--- src/rtl/ysyx_25040111_rd_arbiter.sv ---
// ysyx_25040111_rd_arbiter: two-master read arbiter sequencing one AXI4 read port
// Requests are latched as pending, granted one at a time, and beats are returned with registered rok pulses.
module ysyx_25040111_rd_arbiter #(
    parameter bit LSU_FIRST = 1'b0
) (
    input  logic        clock,
    input  logic        reset,
    input  logic        ic_rstart,
    input  logic [31:0] ic_raddr,
    input  logic [7:0]  ic_rlen,
    output logic        ic_rok,
    output logic [31:0] ic_rdata,
    output logic        ic_rerr,
    input  logic        ls_rstart,
    input  logic [31:0] ls_raddr,
    input  logic [7:0]  ls_rlen,
    output logic        ls_rok,
    output logic [31:0] ls_rdata,
    output logic        ls_rerr,
    output logic        arvalid,
    input  logic        arready,
    output logic [31:0] araddr,
    output logic [7:0]  arlen,
    input  logic        rvalid,
    output logic        rready,
    input  logic [31:0] rdata,
    input  logic [1:0]  rresp,
    input  logic        rlast
);
    typedef enum logic [1:0] {IDLE, AR, R} state_t;
    state_t      state_q;
    logic        ic_pend_q, ls_pend_q, last_ls_q, own_ls_q, over_q;
    logic [31:0] ic_addr_q, ls_addr_q, araddr_q;
    logic [7:0]  ic_len_q, ls_len_q, arlen_q, cnt_q;
    logic        ic_rok_q, ic_rerr_q, ls_rok_q, ls_rerr_q;
    logic [31:0] ic_rdata_q, ls_rdata_q;
    logic        idle, grant_ls, grant_ic, beat, beat_err, ic_beat, ls_beat;
    assign idle     = state_q == IDLE;
    // On a tie the requester not granted last wins, unless LSU priority is fixed
    assign grant_ls = ls_pend_q & (~ic_pend_q | LSU_FIRST | ~last_ls_q);
    assign grant_ic = ic_pend_q & ~grant_ls;
    assign beat     = (state_q == R) & rvalid;
    assign ic_beat  = beat & ~own_ls_q;
    assign ls_beat  = beat & own_ls_q;
    // over_q keeps flagging every beat once the burst has run past arlen without rlast
    assign beat_err = (rresp != 2'b00) | (rlast != (cnt_q == arlen_q)) | over_q;
    assign arvalid  = state_q == AR;
    assign rready   = state_q == R;
    assign araddr   = araddr_q;
    assign arlen    = arlen_q;
    assign ic_rok   = ic_rok_q;
    assign ic_rdata = ic_rdata_q;
    assign ic_rerr  = ic_rerr_q;
    assign ls_rok   = ls_rok_q;
    assign ls_rdata = ls_rdata_q;
    assign ls_rerr  = ls_rerr_q;
    always_ff @(posedge clock) begin
        if (reset) begin
            state_q    <= IDLE;
            ic_pend_q  <= 1'b0;
            ls_pend_q  <= 1'b0;
            last_ls_q  <= 1'b0;
            own_ls_q   <= 1'b0;
            over_q     <= 1'b0;
            ic_addr_q  <= 32'h0;
            ls_addr_q  <= 32'h0;
            ic_len_q   <= 8'h0;
            ls_len_q   <= 8'h0;
            araddr_q   <= 32'h0;
            arlen_q    <= 8'h0;
            cnt_q      <= 8'h0;
            ic_rok_q   <= 1'b0;
            ic_rdata_q <= 32'h0;
            ic_rerr_q  <= 1'b0;
            ls_rok_q   <= 1'b0;
            ls_rdata_q <= 32'h0;
            ls_rerr_q  <= 1'b0;
        end else begin
            ic_rok_q   <= ic_beat;
            ic_rdata_q <= ic_beat ? rdata : 32'h0;
            ic_rerr_q  <= ic_beat & beat_err;
            ls_rok_q   <= ls_beat;
            ls_rdata_q <= ls_beat ? rdata : 32'h0;
            ls_rerr_q  <= ls_beat & beat_err;
            ic_pend_q  <= ic_rstart | (ic_pend_q & ~(idle & grant_ic));
            ls_pend_q  <= ls_rstart | (ls_pend_q & ~(idle & grant_ls));
            if (ic_rstart) begin
                ic_addr_q <= ic_raddr;
                ic_len_q  <= ic_rlen;
            end
            if (ls_rstart) begin
                ls_addr_q <= ls_raddr;
                ls_len_q  <= ls_rlen;
            end
            case (state_q)
                IDLE: if (grant_ic | grant_ls) begin
                    own_ls_q  <= grant_ls;
                    last_ls_q <= grant_ls;
                    araddr_q  <= grant_ls ? ls_addr_q : ic_addr_q;
                    arlen_q   <= grant_ls ? ls_len_q : ic_len_q;
                    cnt_q     <= 8'h0;
                    over_q    <= 1'b0;
                    state_q   <= AR;
                end
                AR: if (arready) state_q <= R;
                R: if (rvalid) begin
                    cnt_q  <= cnt_q + 8'd1;
                    over_q <= over_q | ((cnt_q == arlen_q) & ~rlast);
                    if (rlast) state_q <= IDLE;
                end
                default: state_q <= IDLE;
            endcase
        end
    end
endmodule

--- config.mk ---
export PLATFORM = sky130hd
export DESIGN_NAME = ysyx_25040111_rd_arbiter
export DESIGN_NICKNAME = d
export VERILOG_FILES = /design/src/rtl/ysyx_25040111_rd_arbiter.sv
export SDC_FILE = /design/constraint.sdc
export NUM_CORES = 1
export LEC_CHECK = 0
export CAP_MARGIN = 5
export CORE_MARGIN = 4
export CORE_UTILIZATION = 46
export CTS_CLUSTER_DIAMETER = 30
export DETAILED_ROUTE_END_ITERATION = 7
export PLACE_DENSITY_LB_ADDON = 0.12
export SYNTH_ARGS = -nofsm -noshare
export SYNTH_HDL_FRONTEND = slang
export SYNTH_SLANG_ARGS = --single-unit
--- constraint.sdc ---
create_clock -name clock -period 2.1 [get_ports clock]
set_input_delay 0.42 -clock clock [delete_from_list [all_inputs] [get_ports clock]]
set_output_delay 0.42 -clock clock [all_outputs]
set_load 0.01 [all_outputs]
==> results.yml <==
final_layout:
  layout_common_cells: "clkdlybuf4s50_1 (226), dfxtp_1 (200), nor2_1 (134)"
  nNetsFinal: 1077
  nFillCells: 1103
  final_layout_size_suffix_gt1_frac: 0.0886
  layoutNonFillerInstCount: 1170
  syn2layout_area_growth_pct: 54.8
  antenna_cells: 0
  final_common_cell: "clkdlybuf4s50_1"
yosys:
  syn_nets: 845
  post_synth_main_area_contributors: "dfxtp_1 (57%), mux2i_1 (11%), nor2_1 (7.1%), a311oi_1 (5.1%), nand2_1 (4.5%)"
  synthCells: 722
  yosys.area.top_type_share: 0.571
  yosysWarnings: 0
  yosysTopAreaCell: "dfxtp_1"
  ys.flop_type: "dfxtp_1"
  ys_seq_area_frac: 0.571
  syn_avg_cell_area_um2: 9.80
  syn-cell-area_mm2: 0.00708
  yosysUniqueCellTypes: 36
  synth-seq-cells: 202
  async_reset_ff_frac: 0
  synth_edf_count: 0
sta:
  clock_skew_ps: 10.9
  finalCriticalPeriod_ps: 2010
  drv_slew: 0
  worstMarginPinSlew_ps: 590
  max-slew-margin-rel: 0.606
  fin_tns_setup_ps: 0
  worst_slack_ps: 88.9
  fin_crit_sh: 0.958
  setup_violations: 0
  rsz0062_at_grt: "false"
  hold_viol_final: 0
  fmax_ghz: 0.497
pwr:
  powerDensity_mw_per_mm2: 1050
  p_int_uw: 8910
  swShare: 0.227
  p_sw_uw: 2610
  power_uw: 11500
  clkPwrFrac: 0.531
  seq_power_share: 0.364
  power_frac_comb: 0.106
  ir_drop_uv: 682
  p_leak_uw: 0.00454
worst_setup_path:
  path_max_fanout: 12
  path_cells: "nor2b_1, clkdlybuf4s50_1"
  path_delay_family: "buffers and inverters"
  crit_arrival_ps: 1590
  cp_slowest_stage_delay_ps: 550
  criticalPathCategory: "reg2out"
  worstPathRequired_ps: 1680
  start_kind: "flop"
  crit_buf_inv: 1
  worst_path_max_delay_cell: "clkdlybuf4s50_1"
  r2r-start: "state_q[0]$_SDFFE_PP0P_"
  startpoint: "state_q[0]$_SDFFE_PP0P_"
  cp-end-kind: "output pin"
clocking:
  cts_buffers: 38
  cts.path.max_buffers: 3
  cts_tree: "yes"
  path_clk_slew_ps: 50
  clkLatencyLatePin_ps: 500
  cts_htree_levels: 2
  numClockSinks: 202
  cts-root-buf: "clkbuf_16"
place:
  place_ws_ps: -72.2
  globalplace.congestion: 0.832
  dp_hpwl_um: 13000
  numPortBuffers: 230
  dp.cells: 1102
detailed_routing:
  post_drt_wl_per_cell_um: 16.6
  drt_first_pass_iters: 4
  drt-total-wl_um: 19500
  drcViolationCount: 0
  vias_per_cell: 5.17
  dr_total_vias: 6049
  antenna_left: 0
  dr.first_iter.drc_count: 310
hold_path:
  min-delay-start: "reset"
  hold_class: "in2reg"
global_routing:
  grt_max_degree: 129
  grt_use_total: 0.216
  gr-total-overflow: 0
  grt_pass1_vias: 5981
  grt_pass1_wl_um: 31100
  grt_antenna_before_repair: 0
floorplan:
  die_area_mm2: 0.0174
  std_cell_rows: 45
  die_y_um: 132
  fp.dieW_um: 132
  coreArea_mm2: 0.0151
  initial_core_util: 0.467
  ios: 231
outcome:
  run_status: "complete, no violations"
run:
  maxCapViolCount: 0
[Yosys cell counts, types with 2 or more instances]
library cell    n
mux2i_1        80
a311oi_1       41
ha_1            2
clkbuf_1       38
or4_1           2
nor2_1        134
and2_1         35
xnor2_1        10
nor4b_1         2
or3_1           2
nand4_1         4
buf_2           7
and3_1         32
nor2b_1         6
nand2_1        84
nor3_1          2
a21oi_1        10
dfxtp_1       202
nand3_1         4
buf_1           9
[flip-flops by register name, indices dropped and copies added (netlist names)]
name       cells
araddr        32
arlen          8
cnt_q          8
ic_addr_q     32
ic_len_q       8
ic_pend_q      1
ic_rdata      32
ic_rerr        1
ic_rok         1
ls_addr_q     32
ls_len_q       8
ls_pend_q      1
ls_rdata      32
ls_rerr        1
ls_rok         1
over_q         1
own_ls_q       1
state_q        2
[timing repair]
action                                  CTS  global route
buffers inserted                          0             0
hold buffers                              0             0
gates cloned                              0             0
resized for setup                         1             3
endpoints found under the setup margin    1             2
[path summary, 6_finish.rpt]
kind	end	slack (ps)	depth (start not counted)
min	cnt_q[4]$_SDFFE_PP0P_	370	3
max	arvalid	90	2
max reg2reg	araddr[20]$_SDFFE_PP0P_	270	5
min reg2reg	over_q$_SDFFE_PP0P_	470	2
[per-layer routing]
metal / global-route usage / part of all wire / vias to the layer above / wire length (µm)
li1: - / - / 2926 / -
met1: 0.259 / 0.41 / 2842 / 8060
met2: 0.358 / 0.48 / 245 / 9280
met3: 0.0744 / 0.085 / 36 / 1650
met4: 0.0817 / 0.025 / 0 / 489
met5: 0 / 0 / - / 0
[power groups by stage]
stage	sequential, µW	combinational [µW]	clock, µW
finish	4190	1220	6110
global route	4210	1320	6410
CTS	4190	1230	6200
detailed placement	4250	1220	0
global placement	4240	1190	0
floorplan	4270	539	0
[worst register-to-register path, stage by stage, from the launching register on]
cell and delay [ps]:
dfxtp_4 370, nor2_1 350, and2_2 370, buf_12 250, nor2_1 90, a311oi_1 290
[cell families after synthesis]
kind of cell	count (synthesis)	share of synthesized area
and+or+nand+nor	312	0.200
muxes	80	0.113
AOI/OAI and AO/OA	61	0.0688
buffers and inverters	55	0.0304
DFF	202	0.571
adders and majority gates	2	0.00354
xor gates and xnor gates	10	0.0124
[stage by stage]
step / hold slack, ps / instance area (µm²) / util
6_report: 371 / 11000 / 0.723
4_1_cts: 344 / 10900 / 0.723
2_1_floorplan: 438 / 7080 / -
5_1_grt: 383 / 11000 / 0.723
3_3_place_gp: 461 / 9620 / 0.635
3_5_place_dp: 461 / 9620 / 0.635
[cell type report]
class	instances	area, µm²	share of cell area
clock buffers	54	1120	0.102
clock inverters	14	203	0.0185
inverters	1	3.75	0.000343
multi-input cells	465	2830	0.258
flip-flops and latches	202	4050	0.370
well taps	188	235	0.0215
repair buffers	246	2510	0.229
No activity file was read; power rests on OpenSTA's default activity.
